**config.mk**
```make
export PLATFORM = sky130hd
export DESIGN_NAME = sdram_arb
export DESIGN_NICKNAME = d
export VERILOG_FILES = /design/src/rtl/sdram_pkg.sv /design/src/rtl/sdram_arb_timer.sv /design/src/rtl/sdram_arb.sv
export SDC_FILE = /design/constraint.sdc
export NUM_CORES = 1
export LEC_CHECK = 0
export ABC_AREA = 1
export CAP_MARGIN = 5
export CORE_UTILIZATION = 30
export CTS_CLUSTER_SIZE = 14
export DETAILED_ROUTE_END_ITERATION = 10
export PLACE_DENSITY_LB_ADDON = 0.05
export SYNTH_ARGS = -nofsm -noshare
export SYNTH_HDL_FRONTEND = slang
export SYNTH_SLANG_ARGS = --single-unit
```
**constraint.sdc**
```tcl
create_clock -name clk -period 1.66 [get_ports clk]
set_input_delay 0.166 -clock clk [delete_from_list [all_inputs] [get_ports clk]]
set_output_delay 0.166 -clock clk [all_outputs]
set_load 0.01 [all_outputs]
```
**src/rtl/sdram_pkg.sv**
```systemverilog
// Shared types and constants for the SDRAM arbiter: FSM states, port ids, burst geometry.
package sdram_pkg;

  typedef enum logic [2:0] {
    ST_DRAIN = 3'd0,
    ST_IDLE  = 3'd1,
    ST_ISSUE = 3'd2,
    ST_WAIT  = 3'd3,
    ST_ACK   = 3'd4,
    ST_COOL  = 3'd5
  } state_t;

  localparam logic PORT_CPU = 1'b0;
  localparam logic PORT_VID = 1'b1;

  localparam int BURST_LEN  = 32;
  localparam int BURST_BITS = $clog2(BURST_LEN);

  // Word-offset bits inside one video burst; cleared to align the burst base.
  localparam logic [BURST_BITS-1:0] BURST_OFS_MASK = BURST_BITS'(BURST_LEN - 1);

endpackage

```
**src/rtl/sdram_arb_timer.sv**
```systemverilog
// Shared up-counter with clear and terminal-count flag; one cycle per increment.
// No handshake: the owner decides each cycle whether to clear or count.
module arb_timer #(
  parameter int TERM = 64,
  parameter int W    = $clog2(TERM) + 1
) (
  input  logic clk,
  input  logic rst,
  input  logic i_clr,
  input  logic i_en,
  output logic o_tc
);

  logic [W-1:0] r_cnt;

  always_ff @(posedge clk) begin
    if (rst || i_clr) begin
      r_cnt <= '0;
    end else if (i_en) begin
      r_cnt <= r_cnt + 1'b1;
    end
  end

  assign o_tc = (r_cnt == W'(TERM - 1));

endmodule

```
**src/rtl/sdram_arb.sv**
```systemverilog
// Round-robin CPU/video arbiter in front of sdram_ctl; strobe one cycle after grant, ack one cycle after ctl_data_ready.
// Requesters hold req until ack; a watchdog forces ack after TIMEOUT_CYCLES so nobody hangs.
module sdram_arb
  import sdram_pkg::*;
#(
  parameter int TIMEOUT_CYCLES = 64,
  parameter int ADDR_W         = 25,
  parameter int DATA_W         = 16
) (
  input  logic              clk,
  input  logic              rst,
  input  logic              cpu_req,
  input  logic              cpu_we,
  input  logic [ADDR_W-1:0] cpu_addr,
  input  logic [DATA_W-1:0] cpu_wdata,
  output logic              cpu_ack,
  output logic [DATA_W-1:0] cpu_rdata,
  input  logic              vid_req,
  input  logic [ADDR_W-1:0] vid_addr,
  output logic              vid_ack,
  output logic              ctl_refresh_data,
  output logic              ctl_write_en,
  output logic              ctl_burst_en,
  output logic [ADDR_W-1:0] ctl_addr,
  output logic [DATA_W-1:0] ctl_data_in,
  input  logic [DATA_W-1:0] ctl_data_out,
  input  logic              ctl_data_ready,
  input  logic              ctl_mem_ready,
  output logic              busy,
  output logic              err
);

  localparam logic [ADDR_W-1:0] VID_ALIGN_MASK = ~ADDR_W'(BURST_OFS_MASK);

  state_t            r_state;
  logic              r_rr_last;
  logic              r_owner;
  logic              r_cpu_ack;
  logic              r_vid_ack;
  logic [DATA_W-1:0] r_cpu_rdata;
  logic              r_refresh;
  logic              r_write_en;
  logic              r_burst_en;
  logic [ADDR_W-1:0] r_addr;
  logic [DATA_W-1:0] r_data_in;
  logic              r_busy;
  logic              r_err;

  logic w_tmr_clr;
  logic w_tmr_en;
  logic w_tmr_tc;
  logic w_grant_cpu;

  // One counter serves both the post-reset drain and the completion watchdog.
  always_comb begin
    w_tmr_clr = 1'b1;
    w_tmr_en  = 1'b0;
    case (r_state)
      ST_DRAIN: begin
        w_tmr_clr = !ctl_mem_ready;
        w_tmr_en  = ctl_mem_ready && !w_tmr_tc;
      end
      ST_WAIT: begin
        w_tmr_clr = 1'b0;
        w_tmr_en  = 1'b1;
      end
      default: begin
        w_tmr_clr = 1'b1;
        w_tmr_en  = 1'b0;
      end
    endcase
  end

  arb_timer #(
    .TERM (TIMEOUT_CYCLES)
  ) u_timer (
    .clk   (clk),
    .rst   (rst),
    .i_clr (w_tmr_clr),
    .i_en  (w_tmr_en),
    .o_tc  (w_tmr_tc)
  );

  assign w_grant_cpu = cpu_req && (!vid_req || (r_rr_last == PORT_VID));

  always_ff @(posedge clk) begin
    if (rst) begin
      r_state     <= ST_DRAIN;
      r_rr_last   <= PORT_VID;
      r_owner     <= PORT_CPU;
      r_cpu_ack   <= 1'b0;
      r_vid_ack   <= 1'b0;
      r_cpu_rdata <= '0;
      r_refresh   <= 1'b0;
      r_write_en  <= 1'b0;
      r_burst_en  <= 1'b0;
      r_addr      <= '0;
      r_data_in   <= '0;
      r_busy      <= 1'b0;
      r_err       <= 1'b0;
    end else begin
      r_cpu_ack <= 1'b0;
      r_vid_ack <= 1'b0;
      r_refresh <= 1'b0;
      case (r_state)
        ST_DRAIN: begin
          // Stale ctl_data_ready from a pre-reset transaction is swallowed here.
          if (ctl_mem_ready && w_tmr_tc) begin
            r_state <= ST_IDLE;
            r_busy  <= 1'b0;
          end else begin
            r_busy  <= 1'b1;
          end
        end
        ST_IDLE: begin
          if (w_grant_cpu) begin
            r_addr     <= cpu_addr;
            r_write_en <= cpu_we;
            r_burst_en <= 1'b0;
            r_data_in  <= cpu_wdata;
            r_owner    <= PORT_CPU;
            r_rr_last  <= PORT_CPU;
            r_refresh  <= 1'b1;
            r_busy     <= 1'b1;
            r_state    <= ST_ISSUE;
          end else if (vid_req) begin
            r_addr     <= vid_addr & VID_ALIGN_MASK;
            r_write_en <= 1'b0;
            r_burst_en <= 1'b1;
            r_data_in  <= '0;
            r_owner    <= PORT_VID;
            r_rr_last  <= PORT_VID;
            r_refresh  <= 1'b1;
            r_busy     <= 1'b1;
            r_state    <= ST_ISSUE;
          end
        end
        ST_ISSUE: begin
          r_state <= ST_WAIT;
        end
        ST_WAIT: begin
          if (ctl_data_ready || w_tmr_tc) begin
            if (ctl_data_ready && (r_owner == PORT_CPU) && !r_write_en) begin
              r_cpu_rdata <= ctl_data_out;
            end
            if (!ctl_data_ready) begin
              r_err <= 1'b1;
            end
            r_cpu_ack <= (r_owner == PORT_CPU);
            r_vid_ack <= (r_owner == PORT_VID);
            r_state   <= ST_ACK;
          end
        end
        ST_ACK: begin
          r_state <= ST_COOL;
        end
        ST_COOL: begin
          r_busy  <= 1'b0;
          r_state <= ST_IDLE;
        end
        default: begin
          r_state <= ST_DRAIN;
        end
      endcase
    end
  end

  assign cpu_ack          = r_cpu_ack;
  assign vid_ack          = r_vid_ack;
  assign cpu_rdata        = r_cpu_rdata;
  assign ctl_refresh_data = r_refresh;
  assign ctl_write_en     = r_write_en;
  assign ctl_burst_en     = r_burst_en;
  assign ctl_addr         = r_addr;
  assign ctl_data_in      = r_data_in;
  assign busy             = r_busy;
  assign err              = r_err;

endmodule

```
Word level (Yosys, flattened, before mapping)
Cells that the tools add are included.
{ "totals": {"wordCells": 70, "ff_bits": 75} }
{ "classes": {"addsub": 1, "muxes": 20, "bitwise": 5, "n_eq_ne": 9, "reduce_logical": 22} }
{ "ops": {"columns": ["cell", "count"], "rows": [
  ["25-bit 2-to-1 mux", 2],
  ["16-bit 2-to-1 mux", 2],
  ["3-bit case mux with 6 select lines", 1],
  ["3-bit 2-to-1 mux", 4],
  ["3-bit AND reduction", 3],
  ["1-bit 2-to-1 mux", 8],
  ["7-bit by 1-bit adder with 7-bit output, second input constant", 1],
  ["7-bit by 6-bit equality test with 1-bit output, second input constant", 1],
  ["3-bit by 2-bit equality test with 1-bit output, second input constant", 2],
  ["3-bit equality test, second input constant", 2],
  ["1-bit logical AND", 5],
  ["1-bit inverter", 5],
  ["1-bit zero test", 4],
  ["2-bit != test, second input constant", 2],
  ["1-bit case mux with 2 select lines", 2],
  ["2-bit AND reduction", 2],
  ["3-bit by 1-bit equality test with 1-bit output, second input constant", 1],
  ["3-bit zero test", 1],
  ["1-bit logical OR", 3],
  ["3-bit != test, second input constant", 1],
  ["1-bit case mux with 3 select lines", 1],
  ["3-bit nonzero test", 1],
  ["3-bit OR reduction", 1],
  ["2-bit nonzero test", 1],
  ["2-bit OR reduction", 1]
]} }

Longest topological paths before layout
{ "logic_depth": {"word_depth": 5, "mapped_depth": 10, "ltp_nobuf": 9} }

By module
Synthesis repeated with hierarchy kept, for this count alone.
{ "hier_totals": {"hier_cells": 443, "hier_area_um2": 3144.3} }
{ "by_module_without_submodules": {"columns": ["mod", "seq_area_each_um2", "instances", "cells_each", "area_per_inst_um2"], "rows": [
  ["sdram_arb", 1361.3, 1, 394, 2807.7],
  ["arb_timer", 140.1, 1, 49, 336.6]
]} }

Worst setup path before layout
OpenSTA, ideal clock, no wires.
{ "synth_timing": {"kind": "reg-to-reg", "startpoint": "reg u_timer.r_cnt[0]", "endpoint": "reg u_timer.r_cnt[4]", "path_buffers": 0, "path_stages_with_launch": 9, "t_required_ps": 1537, "setup_slack_ps": 218, "t_arrival_ps": 1319, "synth_period_minus_slack_ps": 1442, "cell_sequence": "dfxtp_1 > ha_1 > nand2_1 > nor2_1 > nand3_1 > nand2_2 > inv_1 > nand2_1 > a21oi_1"} }
{ "synth_via": {"elab_chain_len": 4, "elab_cells_between_ends": 5, "classes_between": "add/sub (1); eq/ne (1); mux (1); reduce/logical (2)"} }
{ "synth_rtl": {"columns": ["element", "line", "source"], "rows": [
  ["start, declared", "sdram_arb_timer.sv:14", "logic [W-1:0] r_cnt;"],
  ["start signal, assigned", "sdram_arb_timer.sv:20", "r_cnt <= r_cnt + 1'b1;"],
  ["branches (longest 4 deep; another with 7-bit by 1-bit adder with 7-bit output)", null, null]
]} }
Parallel ways; which one is timed is not known.
A chain may end at the register's enable or synchronous reset.

Worst setup path in the final report
{ "layout_timing": {"startpoint": "reg r_burst_en (netlist: ctl_burst_en)", "endpoint": "out ctl_burst_en"} }
{ "layout_rtl": {"columns": ["element", "line", "source"], "rows": [
  ["start, declared", "sdram_arb.sv:43", "logic r_burst_en;"],
  ["start signal, assigned", "sdram_arb.sv:96", "r_burst_en <= 1'b0;"],
  ["start signal, assigned", "sdram_arb.sv:119", "r_burst_en <= 1'b0;"],
  ["start signal, assigned", "sdram_arb.sv:129", "r_burst_en <= 1'b1;"],
  ["end, declared", "sdram_arb.sv:23", "output logic ctl_burst_en,"]
]} }
No word-level cell between the ends.

==> impl_metrics.yaml <==
drt:
  wl_per_cell_um: 12.4
  drcViolationCount: 0
  post_drt_via_cell_ratio: 4.58
  dr_total_vias: 3167
  postRouteAntennaNets: 0
  postRouteWirelength_um: 8580
  detailedRoute.firstPassIterationCount: 4
  drt-initial-drc-count: 126
global_routing:
  grt_pass1_wl_um: 13100
  grt.total_usage_pct: 15.8
  grt-ovfl-total: 0
  maximum_number_of_pins_on_one_net_before_global_route_repair: 43
  grt_pass1_vias: 2786
  antenna_found_initial: 0
pwr:
  power_frac_comb_pct: 9.3
  vdd.ir_drop.worst_uv: 463
  pwr-share-clk_pct: 37.8
  power.share.switching_pct: 23.1
  power.switching_uw: 788
  power_per_cell_area_nw_per_um2: 690
  power.static_leakage_nw: 2.01
  intPower_mw: 2.62
  seq_power_share_pct: 52.8
final_layout:
  final_net_count: 644
  multiInputGateArea_sq_um: 1400
  ratio_of_cells_with_drive_above_1_in_the_final_layout_pct: 7.16
  insertedDiodeCount: 0
  most_frequent_standard_cell_in_the_layout_excluding_fill_and_tap_cells: "clkdlybuf4s50_1"
  layout_common_cells: "147 x clkdlybuf4s50_1, 106 x nand2_1, 75 x dfxtp_1"
  layout.area.seq_sq_um: 1500
  filler_cell_count: 948
  finalNonFillerCells: 692
  utilization_pct: 50.1
  syn2layout_area_growth_pct: 60.2
die:
  rows: 36
  chipHeight_um: 103
  die_width_um: 103
  floorplan.die_area_sq_um: 10700
  core_area_sq_um: 9860
  floorplan.initialDensity_pct: 31.3
  boundaryPins: 153
synthesis:
  yosys.cell_types.count: 25
  syn-cell-area_sq_um: 3090
  post_synth_inst_count: 405
  synth_warnings: 0
  synth-seq-area-share_pct: 48.6
  ys_ff_latch: 75
  avgSynthCellArea_sq_um: 7.62
  syn_nets: 495
cts:
  cts.sink_count: 75
  cts_tree: "built"
  tritoncts.num_buffers: 9
  clock_tree.htree_level_count: 3
  worst_setup_hold_path_clk_slew_ns: 0.07
  clk_latency_ns: 0.34
  clock_path_buffers: 2
  cts-root-buf: "clkbuf_8"
setup_path:
  critPathMaxFanout: 5
  buf_inv_stages_crit_path: 1
  worst_ep_arrival_time_ns: 1.32
  critPathCaptureType: "output port"
  slowest_delay_ns: 0.59
  critPathSlowestCell: "clkdlybuf4s50_1"
  critPathRequiredTime_ns: 1.49
  timing.critical_path.max_delay_family: "buffers and inverters"
  path_class: "reg -> out"
  critical_path.startpoint_type: "flop"
  timing.critical_path.cells: "clkdlybuf4s50_1"
sta:
  setup_viol_count_final: 0
  maximum_achievable_frequency_mhz: 673
  hold_viol: 0
  finalMaxSlewViolations: 0
  period_needed_ns: 1.49
  layout_worst_path_cycle_share_pct: 89.5
  timing.final.ws_setup_ns: 0.174
  worst_slew_pin_slew_ns: 0.415
  relSlewSlack_pct: 72.3
  timing.clock.skew_ns: 0.00754
  setup_repair_after_global_routing_missed_its_margin: "no"
placement:
  dpl_worst_slack_ns: -0.00831
  place.gp.congestion: 0.763
  place.detailed.instances: 676
  detailedPlacementHpwl_um: 5960
  port_buffers: 147
hold_path:
  class_of_the_tightest_hold_or_removal_check: "in -> reg"
job:
  maxCapViolCount: 0
status:
  run_status: "complete, no violations"
[layout make-up]
| class | instances | share of cell area, % |
|---|---|---|
| inverters | 20 | 1.52 |
| clock inverters | 4 | 0.506 |
| clock buffers | 12 | 3.14 |
| multi-input cells | 286 | 28.3 |
| well taps | 133 | 3.37 |
| repair buffers | 162 | 32.8 |
| flip-flops and latches | 75 | 30.4 |
[Yosys cell counts]
cell / count / area (sq um)
buf_2: 10 / 50.1
a21oi_1: 34 / 170
nand4_1: 3 / 18.8
buf_6: 1 / 11.3
nand3_2: 1 / 10.0
ha_1: 1 / 12.5
a31oi_1: 1 / 6.26
a21oi_4: 1 / 16.3
inv_2: 4 / 15.0
buf_1: 1 / 3.75
clkbuf_1: 10 / 37.5
clkinv_1: 1 / 3.75
nor2_1: 45 / 169
o211ai_1: 1 / 7.51
o211a_1: 20 / 200
inv_1: 15 / 56.3
nand2_1: 106 / 398
dfxtp_1: 75 / 1500
nand3_1: 48 / 240
nor3_1: 1 / 5.00
o21ai_0: 18 / 90.1
xor2_1: 3 / 26.3
nand2_2: 2 / 12.5
nor3_2: 1 / 10.0
buf_4: 2 / 15.0
[state kept, by name, indices dropped and copies added, names as in the netlist, 3 cells and up]
name	count
cpu_rdata	16
ctl_data_in	16
r_state	3
u_timer.r_cnt	7
ctl_addr	25
[worst paths after layout]
path	startpoint	end	slack [ns]	cells after the start
setup / recovery	ctl_burst_en	ctl_burst_en	0.17	1
hold / removal	cpu_wdata[6]	ctl_data_in[6]	0.40	3
setup reg to reg	u_timer.r_cnt[0]	u_timer.r_cnt[3]	0.22	8
hold reg to reg	ctl_data_in[13]	ctl_data_in[13]	0.46	2
[timing repair]
action                                  4_1_cts  5_1_grt
hold buffers                                  0        0
setup buffers                                 0        0
endpoints found under the setup margin        0       13
gates resized for setup                       0        2
[power groups by stage]
stage / sequential, mW / combinational, mW / clock [mW]
after CTS: 1.80 / 0.323 / 1.37
after global placement: 1.84 / 0.321 / 0
after detailed placement: 1.85 / 0.322 / 0
after floorplan: 1.85 / 0.0874 / 0
final: 1.80 / 0.319 / 1.29
after global routing: 1.80 / 0.346 / 1.43
[stage by stage]
stage / TNS, ns / power (mW) / instance area, sq um / hold WS [ns]
6_report: 0 / 3.41 / 4940 / 0.404
3_5_place_dp: -0.00831 / 2.17 / 4760 / 0.453
5_1_grt: 0 / 3.58 / 4940 / 0.390
2_1_floorplan: 0 / 1.93 / 3090 / 0.330
4_1_cts: 0 / 3.49 / 4940 / 0.384
3_3_place_gp: 0 / 2.17 / 4760 / 0.448
[kinds of logic after synthesis]
logic type	share of synthesized area, %
xor+xnor	0.851
compound gates	15.9
buf+inv	6.24
fa+ha+maj	0.405
flops	48.6
simple gates	28.0
[metal layers]
layer	up-vias	routed length, um	global-route usage, %
li1	1633	-	-
met1	1427	3900	20.4
met2	99	3870	24.2
met3	8	714	5.98
met4	0	90	5.63
met5	-	0	0
Note: power is estimated with default switching activity, not from simulation.
